<file path="src/rtl/fft_pkg.sv">
// Shared constants, types and index helpers for the 64-point FFT datapath.
// The input writer and the output reader both use bitrev6/parity6, so the
// two ends agree on where every sample lives.
package fft_pkg;

  localparam int FFT_LOG2N  = 6;
  localparam int FFT_N      = 64;
  localparam int BANK_DEPTH = 32;
  localparam int FFT_DW     = 16;

  // One bank word: real part in the upper half, imaginary part in the lower half
  typedef struct packed {
    logic signed [FFT_DW-1:0] re;
    logic signed [FFT_DW-1:0] im;
  } cplx_t;

  // Output reader sequencing states
  typedef enum logic [1:0] {
    RD_IDLE  = 2'd0,
    RD_READ  = 2'd1,
    RD_DRAIN = 2'd2
  } rd_state_e;

  // Mirror a 6-bit index (bit 0 <-> bit 5, ...)
  function automatic logic [5:0] bitrev6(input logic [5:0] v);
    logic [5:0] r;
    r = 6'd0;
    for (int i = 0; i < 6; i++) begin
      r[i] = v[5-i];
    end
    return r;
  endfunction

  // Bank select: even-parity positions live in bank0, odd in bank1
  function automatic logic parity6(input logic [5:0] v);
    return ^v;
  endfunction

endpackage

</file>
<file path="src/rtl/fft_skid_fifo2.sv">
// Two-entry valid/ready FIFO. The head word comes straight from a storage
// register, so the output is stable for as long as it is not accepted.
module fft_skid_fifo2 #(
  parameter int W = 32
) (
  input  logic         clk,
  input  logic         rst_n,
  input  logic         i_clr,
  input  logic         i_push,
  input  logic [W-1:0] i_data,
  input  logic         i_ready,
  output logic         o_valid,
  output logic [W-1:0] o_data,
  output logic [1:0]   o_count
);

  logic [W-1:0] r_mem0;
  logic [W-1:0] r_mem1;
  logic         r_wr_ptr;
  logic         r_rd_ptr;
  logic [1:0]   r_count;
  logic         w_push;
  logic         w_pop;

  // Handshake qualification; a push into a full FIFO is only legal alongside a pop
  always_comb begin
    w_pop = (r_count != 2'd0) & i_ready;
    if ((r_count != 2'd2) || w_pop) begin
      w_push = i_push;
    end else begin
      w_push = 1'b0;
    end
  end

  // Storage, pointers and occupancy
  always_ff @(posedge clk or negedge rst_n) begin
    if (!rst_n) begin
      r_mem0   <= {W{1'b0}};
      r_mem1   <= {W{1'b0}};
      r_wr_ptr <= 1'b0;
      r_rd_ptr <= 1'b0;
      r_count  <= 2'd0;
    end else if (i_clr) begin
      r_wr_ptr <= 1'b0;
      r_rd_ptr <= 1'b0;
      r_count  <= 2'd0;
    end else begin
      if (w_push) begin
        if (r_wr_ptr) begin
          r_mem1 <= i_data;
        end else begin
          r_mem0 <= i_data;
        end
        r_wr_ptr <= ~r_wr_ptr;
      end
      if (w_pop) begin
        r_rd_ptr <= ~r_rd_ptr;
      end
      case ({w_push, w_pop})
        2'b10:   r_count <= r_count + 2'd1;
        2'b01:   r_count <= r_count - 2'd1;
        default: r_count <= r_count;
      endcase
    end
  end

  // Head of queue
  always_comb begin
    o_valid = (r_count != 2'd0);
    o_count = r_count;
    if (r_rd_ptr) begin
      o_data = r_mem1;
    end else begin
      o_data = r_mem0;
    end
  end

endmodule

</file>
<file path="src/rtl/fft_output_reader.sv">
// Drains a finished 64-point FFT frame from the two parity-interleaved banks
// and streams it in natural frequency order on a valid/ready interface.
// Reads are issued only when the 2-entry buffer is guaranteed to have room,
// so any out_ready pattern is tolerated without loss.
module fft_output_reader
  import fft_pkg::*;
#(
  parameter int DW     = 16,
  parameter int LOG2N  = 6,
  parameter bit BITREV = 1'b1
) (
  input  logic                   clk,
  input  logic                   nrst,
  input  logic                   start,
  output logic                   re_b0,
  output logic [LOG2N-2:0]       raddr_b0,
  input  logic [2*DW-1:0]        rdata_b0,
  output logic                   re_b1,
  output logic [LOG2N-2:0]       raddr_b1,
  input  logic [2*DW-1:0]        rdata_b1,
  output logic                   out_valid,
  input  logic                   out_ready,
  output logic signed [DW-1:0]   out_re,
  output logic signed [DW-1:0]   out_im,
  output logic [LOG2N-1:0]       out_idx,
  output logic                   out_last,
  output logic                   busy,
  output logic                   done
);

  localparam int AW = LOG2N - 1;
  localparam int WW = 2 * DW;
  localparam logic [LOG2N-1:0] K_LAST = {LOG2N{1'b1}};

  rd_state_e         r_state;
  logic [LOG2N-1:0]  r_k;
  logic [LOG2N-1:0]  r_oidx;
  logic              r_tag_v;
  logic              r_tag_bank;
  logic              r_busy;
  logic              r_done;

  logic [LOG2N-1:0]  w_p;
  logic              w_bank;
  logic [AW-1:0]     w_addr;
  logic              w_issue;
  logic [2:0]        w_used;
  logic              w_clr;
  logic              w_push;
  logic [WW-1:0]     w_push_data;
  logic              w_pop;
  logic              w_valid;
  logic [WW-1:0]     w_head;
  logic [1:0]        w_count;
  logic              w_last;

  // Stored position, bank and word address of the next sample to fetch
  always_comb begin
    if (BITREV) begin
      w_p = bitrev6(r_k);
    end else begin
      w_p = r_k;
    end
    w_bank = parity6(w_p);
    w_addr = w_p[LOG2N-1:1];
  end

  // Credit: buffered + returning + new read must fit in two entries; a word
  // leaving the buffer this cycle frees its slot for the new read
  always_comb begin
    w_pop  = w_valid & out_ready;
    w_used = {1'b0, w_count} + {2'b00, r_tag_v} - {2'b00, w_pop};
    if ((r_state == RD_READ) && (w_used < 3'd2)) begin
      w_issue = 1'b1;
    end else begin
      w_issue = 1'b0;
    end
  end

  // Bank read ports: only the selected bank is enabled, the other address idles at 0
  always_comb begin
    re_b0    = 1'b0;
    re_b1    = 1'b0;
    raddr_b0 = {AW{1'b0}};
    raddr_b1 = {AW{1'b0}};
    if (w_issue) begin
      if (w_bank) begin
        re_b1    = 1'b1;
        raddr_b1 = w_addr;
      end else begin
        re_b0    = 1'b1;
        raddr_b0 = w_addr;
      end
    end else begin
      re_b0    = 1'b0;
      re_b1    = 1'b0;
    end
  end

  // Returning data is steered by the bank tag captured when the read was issued
  always_comb begin
    w_push = r_tag_v;
    w_clr  = (r_state == RD_IDLE) & start;
    w_last = w_valid & (r_oidx == K_LAST);
    if (r_tag_bank) begin
      w_push_data = rdata_b1;
    end else begin
      w_push_data = rdata_b0;
    end
  end

  fft_skid_fifo2 #(
    .W (WW)
  ) u_fifo (
    .clk     (clk),
    .rst_n   (nrst),
    .i_clr   (w_clr),
    .i_push  (w_push),
    .i_data  (w_push_data),
    .i_ready (out_ready),
    .o_valid (w_valid),
    .o_data  (w_head),
    .o_count (w_count)
  );

  // Frame sequencing, issue/output counters, read tag and status flags
  always_ff @(posedge clk or negedge nrst) begin
    if (!nrst) begin
      r_state    <= RD_IDLE;
      r_k        <= {LOG2N{1'b0}};
      r_oidx     <= {LOG2N{1'b0}};
      r_tag_v    <= 1'b0;
      r_tag_bank <= 1'b0;
      r_busy     <= 1'b0;
      r_done     <= 1'b0;
    end else begin
      r_done     <= 1'b0;
      r_tag_v    <= w_issue;
      r_tag_bank <= w_bank;
      if (w_pop) begin
        r_oidx <= r_oidx + {{(LOG2N-1){1'b0}}, 1'b1};
      end
      case (r_state)
        RD_IDLE: begin
          if (start) begin
            r_state <= RD_READ;
            r_k     <= {LOG2N{1'b0}};
            r_oidx  <= {LOG2N{1'b0}};
            r_busy  <= 1'b1;
          end
        end
        RD_READ: begin
          if (w_issue) begin
            r_k <= r_k + {{(LOG2N-1){1'b0}}, 1'b1};
            if (r_k == K_LAST) begin
              r_state <= RD_DRAIN;
            end
          end
        end
        RD_DRAIN: begin
          if (w_pop && w_last) begin
            r_state <= RD_IDLE;
            r_busy  <= 1'b0;
            r_done  <= 1'b1;
          end
        end
        default: begin
          r_state <= RD_IDLE;
          r_busy  <= 1'b0;
        end
      endcase
    end
  end

  // Output stream is the buffer head; index and last flag follow the output counter
  always_comb begin
    out_valid = w_valid;
    out_re    = w_head[WW-1:DW];
    out_im    = w_head[DW-1:0];
    out_idx   = r_oidx;
    out_last  = w_last;
    busy      = r_busy;
    done      = r_done;
  end

endmodule
</file>
<file path="config.mk">
export PLATFORM = sky130hd
export DESIGN_NAME = fft_output_reader
export DESIGN_NICKNAME = d
export VERILOG_FILES = /design/src/rtl/fft_pkg.sv /design/src/rtl/fft_skid_fifo2.sv /design/src/rtl/fft_output_reader.sv
export SDC_FILE = /design/constraint.sdc
export NUM_CORES = 1
export LEC_CHECK = 0
export ABC_AREA = 1
export BUFFER_PORTS_ARGS = -buffer_cell sky130_fd_sc_hd__buf_2
export CAP_MARGIN = 20
export CORE_MARGIN = 3
export CORE_UTILIZATION = 50
export DETAILED_ROUTE_END_ITERATION = 7
export HOLD_SLACK_MARGIN = 0.03
export PLACE_DENSITY_LB_ADDON = 0.25
export SLEW_MARGIN = 20
export SYNTH_ARGS = -nofsm -noshare
export SYNTH_HDL_FRONTEND = slang
export SYNTH_SLANG_ARGS = --single-unit
export TNS_END_PERCENT = 20
</file>
<file path="constraint.sdc">
create_clock -name clk -period 3.2 [get_ports clk]
set_input_delay 0 -clock clk [delete_from_list [all_inputs] [get_ports clk]]
set_output_delay 0 -clock clk [all_outputs]
set_load 0.01 [all_outputs]
</file>
# Word level (Yosys, flattened, before mapping)
# Index checks and enable logic that the tools add are counted.
# classes
magnitude_cmp,1
n_addsub,6
n_eq_ne,11
reduce_logical,15
bitwise_logic,7
n_mux,34
# op_table
operator,n
2-to-1 mux 32 bit,2
2-to-1 mux 6 bit,5
2-to-1 mux 5 bit,4
2-to-1 mux 1 bit,14
adder 6 x 1 -> 6 bit (second input constant),2
equality test 6 bit (second input constant),2
one-hot mux 6 bit (2 select lines),1
AND reduction 3 bit,4
2-to-1 mux 2 bit,5
!= test 2 bit (second input constant),4
nonzero test 2 bit,4
one-hot mux 2 bit (3 select lines),1
parity 6 bit,1
equality test 2 x 1 -> 1 bit (second input constant),2
equality test 2 bit (second input constant),2
NOT 1 bit,4
one-hot mux 2 bit (2 select lines),1
AND reduction 4 bit,1
adder 2 x 1 -> 3 bit,1
AND 1 bit,3
< comparator 3 x 2 -> 1 bit (second input constant),1
one-hot mux 1 bit (3 select lines),1
nonzero test 3 bit,1
subtractor 3 x 1 -> 3 bit,1
other kinds (6),7
# word_totals
input_bits,68
reg_bits,86

# Logic depth before layout (Yosys ltp)
# Gate-level depths: netlist of the first run.
# depth
ltp_word,8
mapped_depth,12
ltp_nobuf,12

# Modules after synthesis
# A second synthesis of the first run with hierarchy kept.
# hier_totals
hier_cells,557
hier_area_um2,4843.4
# by_module_without_submodules
mod,area_each_um2,cells_per_inst,instances,seq_area_each_um2
fft_skid_fifo2,3335.7,377,1,1701.6
fft_output_reader,1507.7,180,1,450.4

# Worst setup path after synthesis of the first run
# OpenSTA, ideal clock, no wires.
# synth_timing
kind,reg-to-output
startpoint,register u_fifo.r_count[0] (netlist: u_fifo.o_count[0])
endpoint,output port raddr_b0[0]
path_stages_with_launch,10
arrival_ns,1.903
setup_slack_ns,1.297
path_buffers,0
cell_sequence,dfrtp_1 -> inv_2 -> nand2_2 -> nor2_1 -> o21ai_0 -> fa_1 -> nand3_1 -> nor2_1 -> nand2_1 -> nor2_1
# synth_via
elab_chain_len,7
# synth_rtl
element,line_no,text
start: declaration,fft_skid_fifo2.sv:21,logic [1:0] r_count;
start signal: assignment,fft_skid_fifo2.sv:60,2'b10: r_count <= r_count + 2'd1;
start signal: assignment,fft_skid_fifo2.sv:61,2'b01: r_count <= r_count - 2'd1;
start signal: assignment,fft_skid_fifo2.sv:62,default: r_count <= r_count;
"parallel branches: the longest is 2 deep, another holds adder 2 x 1 -> 3 bit",--,
subtractor 3 x 1 -> 3 bit *,fft_output_reader.sv:72,"w_used = {1'b0, w_count} + {2'b00, r_tag_v} - {2'b00, w_pop};"
< comparator 3 x 2 -> 1 bit *,fft_output_reader.sv:73,if ((r_state == RD_READ) && (w_used < 3'd2)) begin
logical AND 1 bit *,fft_output_reader.sv:73,
2-to-1 mux 1 bit *,fft_output_reader.sv:73,
net w_issue,fft_output_reader.sv:46,logic w_issue;
2-to-1 mux 5 bit *,fft_output_reader.sv:86,if (w_issue) begin
end: declaration,fft_output_reader.sv:16,"output logic [LOG2N-2:0] raddr_b0,"
# Mark *: on every way through the listed nets, which the timed path passes.

# Final worst setup path of the first run
# layout_timing
startpoint,register u_fifo.r_count[0] (netlist: u_fifo.o_count[0])
endpoint,output port raddr_b0[3]
# The elaborated chain is that of the path after synthesis.

==> run metrics, run 1 <==
fin util 69.4%; Placed Cells 757; ANT nets after route 0; layout cells sized above 1 28.1%; total power 5.50 mW; Sink Count 86; initial antenna violation count 0; most common cell in the synthesized netlist nand2_1; Core Region 8810 um^2; syn avg cell area 8.38 um^2; clk buf depth 2; worst setup path startpoint u_fifo.o_count[0]; VDD IR max 0.558 mV; Pint 3.23 mW; row count 34; Net Sw Frac 41.2%; endpoint type of the worst setup path output port; Seq pwr share 36.0%; FMAX 390 MHz; CTS root buffer clkbuf_8; Clock Latency Late Sink 340 ps; synthesized net count 622; vias in the first global route 4082; Die H 102 um; First DRT Iteration DRCs 159; DP HPWL 6850 um; total wire length 11000 um; CP max FO 6; Comb pwr share 49.3%; clk_skew 5.74 ps; Worst-Margin Slew 1070 ps; diodes inserted 0; hold wc startpoint start; outcome finished clean; Avg WL per Cell 13.1 um; Synth top cells by count 132 x nand2_1, 91 x inv_1, 86 x dfrtp_1; WP data required 3200 ps; Post-CTS Hold Fix Bufs 68; max_slew headroom 28.5%; Netlist Area Pre-Place 4590 um^2; final hold vios 0; min Tclk post-route 2570 ps; fraction of registers with async set/reset 100%; setup_tns 0 ps; Placed Area 5220 um^2; Yosys top cell area share 46.9%; IO Pins 122; PostCTS Resize Cnt 0; count of final setup violators 0; clock share of power 14.7%; Pre-Repair DR Iteration Count 4; CP Launch Type flip-flop; DRC 0; NumNets Final 802; I/O Buffers 121; layout overhead on the synthesized area 33.1%; post-synthesis register bit count 86; R2R Path Start r_tag_bank; switching pwr 2.27 mW; Post CTS Setup Buffer Count 0; ranking of synthesized cells by area dfrtp_1 47%, nand2_1 11%, o21ai_0 8.4%; RSZ-0062 raised after global routing no; WS Path Type flip-flop to output port; Max Slew Vio Count 0; CTS clk-pin slew, worst paths 80 ps; largest net degree at the start of global routing 67; Seq/Total Area, Yosys 46.9%; worst hold path type input port to flip-flop; Ys Warns 0; power density cells 900 nW/um^2; die width 102 um; grt ovf 0; Arr. time, crit path 2570 ps; die area 10400 um^2; H-tree depth 3; Post-Synthesis Cells 548; initial core utilization 52.1%; Max-Cap Viols 0; TritonCTS clock tree done; first-pass GRT wire length 18300 um; EDFF count, synth 0; Vias 4158; Pleak 3.09 nW; gr usage total 22.1%; crit share post-route 80.2%; Synth area leader dfrtp_1; top_reg_cell synth dfrtp_1; CTS Buf Count 9; Finished Layout Cells 841; Vias/cell 4.94; RePlAce Congestion 0.796; cell area after layout 6110 um^2; Unique masters post-synth 23
[metal layers]
layer | GRT usage, % | routed length [um] | vias up
met5 | 0 | 0 | -
met4 | 6.96 | 182 | 0
met3 | 4.57 | 470 | 21
met2 | 37.8 | 5460 | 105
met1 | 28.3 | 4900 | 1956
li1 | - | - | 2076
[through the flow]
stage / hold WS [ps] / worst slack, ps
finish: 29.8 / 634
global route: 41.5 / 384
CTS: 31.8 / 615
detailed placement: 152 / 1010
global placement: 147 / 1140
floorplan: -296 / 1300
[registers in the layout, indices dropped and copies added, names as in the netlist]
register and flops:
r_state 2, u_fifo.r_rd_ptr 1, u_fifo.o_count 2, r_tag_v 1, r_tag_bank 1, done 1
busy 1, out_idx 6, u_fifo.r_mem0 32, r_k 6, u_fifo.r_wr_ptr 1, u_fifo.r_mem1 32
[final timing paths]
kind,end,slack (ps),depth (start not counted)
max in group asynchronous,u_fifo.r_mem1[5],2070,3
min in group asynchronous,u_fifo.r_mem0[6],280,2
worst min-delay path,busy,30,3
worst max-delay path,raddr_b0[3],630,10
worst max register to register,u_fifo.r_mem1[27],870,5
worst min register to register,busy,490,2
[final cells by class]
cell class                      count  area [um^2]
Timing Repair Buffer              193         1320
Tap cell                          108          135
Sequential cell                    86         2150
Inverter                           92          345
Multi-Input combinational cell    346         1950
Clock inverter                      4         72.6
Clock buffer                       12          135
Fill cell                         649         2700
[critical path: stages (launching register included)]
cell	delay, ps
dfrtp_1	420
inv_2	90
nand2_2	80
nor2_1	190
o21ai_0	140
fa_1	520
nand3_1	100
nor2_1	220
nand2_1	190
nor2_1	130
buf_2	140
[kinds of logic after synthesis]
family,synth area share (%)
AOI/OAI and AO/OA,15.1
DFF,46.9
xor gates and xnor gates,1.34
buffers and inverters,10.7
adders and majority gates,1.80
and+or+nand+nor,16.3
muxes,7.85
[layout by cell type, fill, tap and decap left out]
| master | count |
|---|---|
| bufinv_16 | 2 |
| nor2_4 | 1 |
| clkinv_2 | 1 |
| clkinvlp_4 | 1 |
| nor3_1 | 2 |
| clkbuf_8 | 9 |
| o21ai_2 | 29 |
| inv_1 | 91 |
| xor2_1 | 7 |
| dfrtp_2 | 1 |
| o21ai_4 | 1 |
| a21oi_1 | 5 |
| fa_1 | 1 |
| clkbuf_1 | 3 |
| nand2_1 | 132 |
| nor3_4 | 1 |
| nand2_2 | 2 |
| buf_2 | 120 |
| inv_2 | 1 |
| nand4_1 | 3 |
| buf_4 | 5 |
| ha_1 | 5 |
| o21ai_1 | 3 |
| nor2_1 | 31 |
| dfrtp_1 | 85 |
| mux2_2 | 32 |
| o21ai_0 | 77 |
| nand3_1 | 14 |
| dlygate4sd3_1 | 68 |
[power groups by stage]
| stage | clock network (mW) | logic (mW) | registers, mW |
|---|---|---|---|
| after floorplan | 0 | 1.89 | 1.82 |
| after global placement | 0 | 2.42 | 1.97 |
| after detailed placement | 0 | 2.49 | 1.99 |
| after CTS | 0.824 | 2.71 | 1.98 |
| after global routing | 0.881 | 3.06 | 2.05 |
| final | 0.808 | 2.71 | 1.98 |
No activity file was read; power rests on OpenSTA's default activity.
==> inputs of run 2 (changes only) <==
- CORE_UTILIZATION: 50 -> 48
- clock period: 3.2 -> 2.1 ns (I/O delays scaled with it)
==> run 2 against run 1 <==
Total power grew 58%. Largest power group unchanged. Sequential share of layout area shrank 0.87 points. The flow now finishes with violations (negative setup slack). Highest routed layer unchanged. Die area grew 3.9%. Critical endpoint is now raddr_b1[3]. First-iteration DRC count grew 2.5%.
==> run metrics, run 2 (same netlist as run 1, synthesis figures left out) <==
initial antenna violation count 0 (unchanged); WP data required 2100 ps (was 3200 ps); IO Pins 122 (unchanged); dpl ws 33.4 ps (was 1010 ps); met3 usage 3.43% (was 4.57%); min Tclk post-route 2230 ps; gr usage total 21.3% (was 22.1%); most crowded layer after global routing met2 (unchanged); Max-Cap Viols 0 (unchanged); Max Slew Vio Count 0 (unchanged); CP max stage cell fa_1 (unchanged); die width 104 um (was 102 um); Pre-Repair DR Iteration Count 5 (was 4); worst path cell trace inv_2 > nand2_4 > nor2_4 > o21ai_2 > fa_1 > nand3_2 > nor2_4 > nand2_4 > nor2_2 > buf_2 (was inv_2 > nand2_2 > nor2_1 > o21ai_0 > fa_1 > nand3_1 > nor2_1 > nand2_1 > nor2_1 > buf_2); WS Path Type flip-flop to output port (unchanged); Critical path buffers and inverters 2 (unchanged); leading registers by flop count u_fifo.r_mem0: 32 flops, u_fifo.r_mem1: 32 flops (unchanged); final worst setup slack -133 ps (was 634 ps); Vias/cell 4.83 (was 4.94); vias in the first global route 4071 (was 4082); FMAX 448 MHz; First DRT Iteration DRCs 163 (was 159); Sink Count 86 (unchanged); M2 GR Usage 34.5% (was 37.8%); commonest non-fill, non-tap cell in the layout nand2_1 (unchanged); clk buf depth 2 (unchanged); worst hold path type input port to flip-flop (unchanged); diodes inserted 0 (unchanged); fill count 746 (was 649); Avg WL per Cell 13.1 um (about the same); met1 usage 29.5% (was 28.3%); TritonCTS clock tree done (unchanged); RePlAce Congestion 0.854 (was 0.796); Core Region 9280 um^2 (was 8810 um^2); final hold vios 0 (unchanged); Hold WS 43.9 ps (was 29.8 ps); fin util 67.5% (was 69.4%); largest net degree at the start of global routing 65 (was 67); power density cells 1390 nW/um^2 (was 900 nW/um^2); Pleak 3.15 nW (was 3.09 nW); Worst-Margin Slew 592 ps (was 1070 ps); VDD IR max 0.877 mV (was 0.558 mV); Arr. time, crit path 2230 ps (was 2570 ps); layout overhead on the synthesized area 36.4% (was 33.1%); layout cells sized above 1 31.1% (was 28.1%); Die H 104 um (was 102 um); most frequent cells in the layout 129 x nand2_1, 119 x buf_2, 90 x inv_1 (was 132 x nand2_1, 120 x buf_2, 91 x inv_1); count of final setup violators 12 (was 0); crit-path max cell delay 550 ps (was 520 ps); crit share post-route 106%; Clock Latency Late Sink 350 ps (was 340 ps); NumNets Final 806 (was 802); RSZ-0062 raised after global routing yes (was no); ANT nets after route 0 (unchanged); die area 10800 um^2 (was 10400 um^2); initial core utilization 49.5% (was 52.1%); CTS Buf Count 9 (unchanged); DRC 0 (unchanged); Placed Area 5330 um^2 (was 5220 um^2); H-tree depth 3 (unchanged); max_slew headroom 60.5% (was 28.5%); DP HPWL 6860 um (was 6850 um); outcome complete, but fails checks (was finished clean); CTS root buffer clkbuf_8 (unchanged); clk_skew 10.2 ps (was 5.74 ps); total wire length 11300 um (was 11000 um); first-pass GRT wire length 19000 um (was 18300 um); grt ovf 0 (unchanged); cell area after layout 6260 um^2 (was 6110 um^2); family with the most delay on the worst path simple AND/OR/NAND/NOR gates (unchanged); CP Launch Type flip-flop (unchanged); CP max FO 6 (unchanged); Vias 4182 (was 4158); endpoint type of the worst setup path output port (unchanged); I/O Buffers 121 (unchanged); violated checks negative setup slack; CTS clk-pin slew, worst paths 80 ps (about the same); row count 35 (was 34)
run 2: worst paths after layout:
| path | endpoint | slack, ps | cells after the start | from |
|---|---|---|---|---|
| worst min register to register | busy | 470 | 2 | busy |
| worst max-delay path | raddr_b1[3] | -130 | 10 | u_fifo.o_count[0] |
| min in group asynchronous | u_fifo.r_mem0[7] | 180 | 2 | nrst |
| worst min-delay path | u_fifo.r_mem0[26] | 40 | 4 | rdata_b1[26] |
| max in group asynchronous | out_idx[4] | 1270 | 3 | nrst |
| worst max register to register | r_k[5] | 110 | 11 | u_fifo.o_count[0] |
run 2: per-layer routing:
layer / vias up / share of wire, %
li1: 2086 / -
met1: 1975 / 46
met2: 105 / 48
met3: 16 / 4.3
met4: 0 / 1.4
met5: - / 0
run 2: what timing repair did:
| action | in CTS | in global routing |
|---|---|---|
| hold buffers | 63 | 0 |
| pin swaps | 7 | 7 |
| gates resized for setup | 13 | 11 |
| endpoints found under the hold margin | 104 | 0 |
| setup endpoints to repair | 12 | 25 |
| buffers inserted | 4 | 1 |
run 2: final cells by class:
class | instances | area, um^2 | area share [%]
repair buffers | 197 | 1400 | 22.3
clock inverters | 4 | 47.5 | 0.759
well taps | 129 | 161 | 2.58
multi-input cells | 346 | 2020 | 32.2
flip-flops and latches | 86 | 2150 | 34.4
inverters | 92 | 345 | 5.51
clock buffers | 11 | 141 | 2.26
run 2: power by group:
part	internal [mW]	leakage, nW	switching, mW
Clock	0.573	0.0952	0.561
Sequential	2.42	1.06	0.468
Combinational	2.06	1.99	2.60
run 2: worst min-delay path, cell delays in order:
cell	delay [ps]
buf_2	80
mux2_2	170
nand2_1	50
o21ai_0	60
run 2: per-stage QoR:
stage               setup TNS (ps)  power, mW  cells
floorplan                        0       5.64    548
detailed placement               0       6.97    782
finish                       -1310       8.69    865
global route                 -2620       9.42    865
CTS                          -1780       8.62    864
global placement                 0       6.82    782
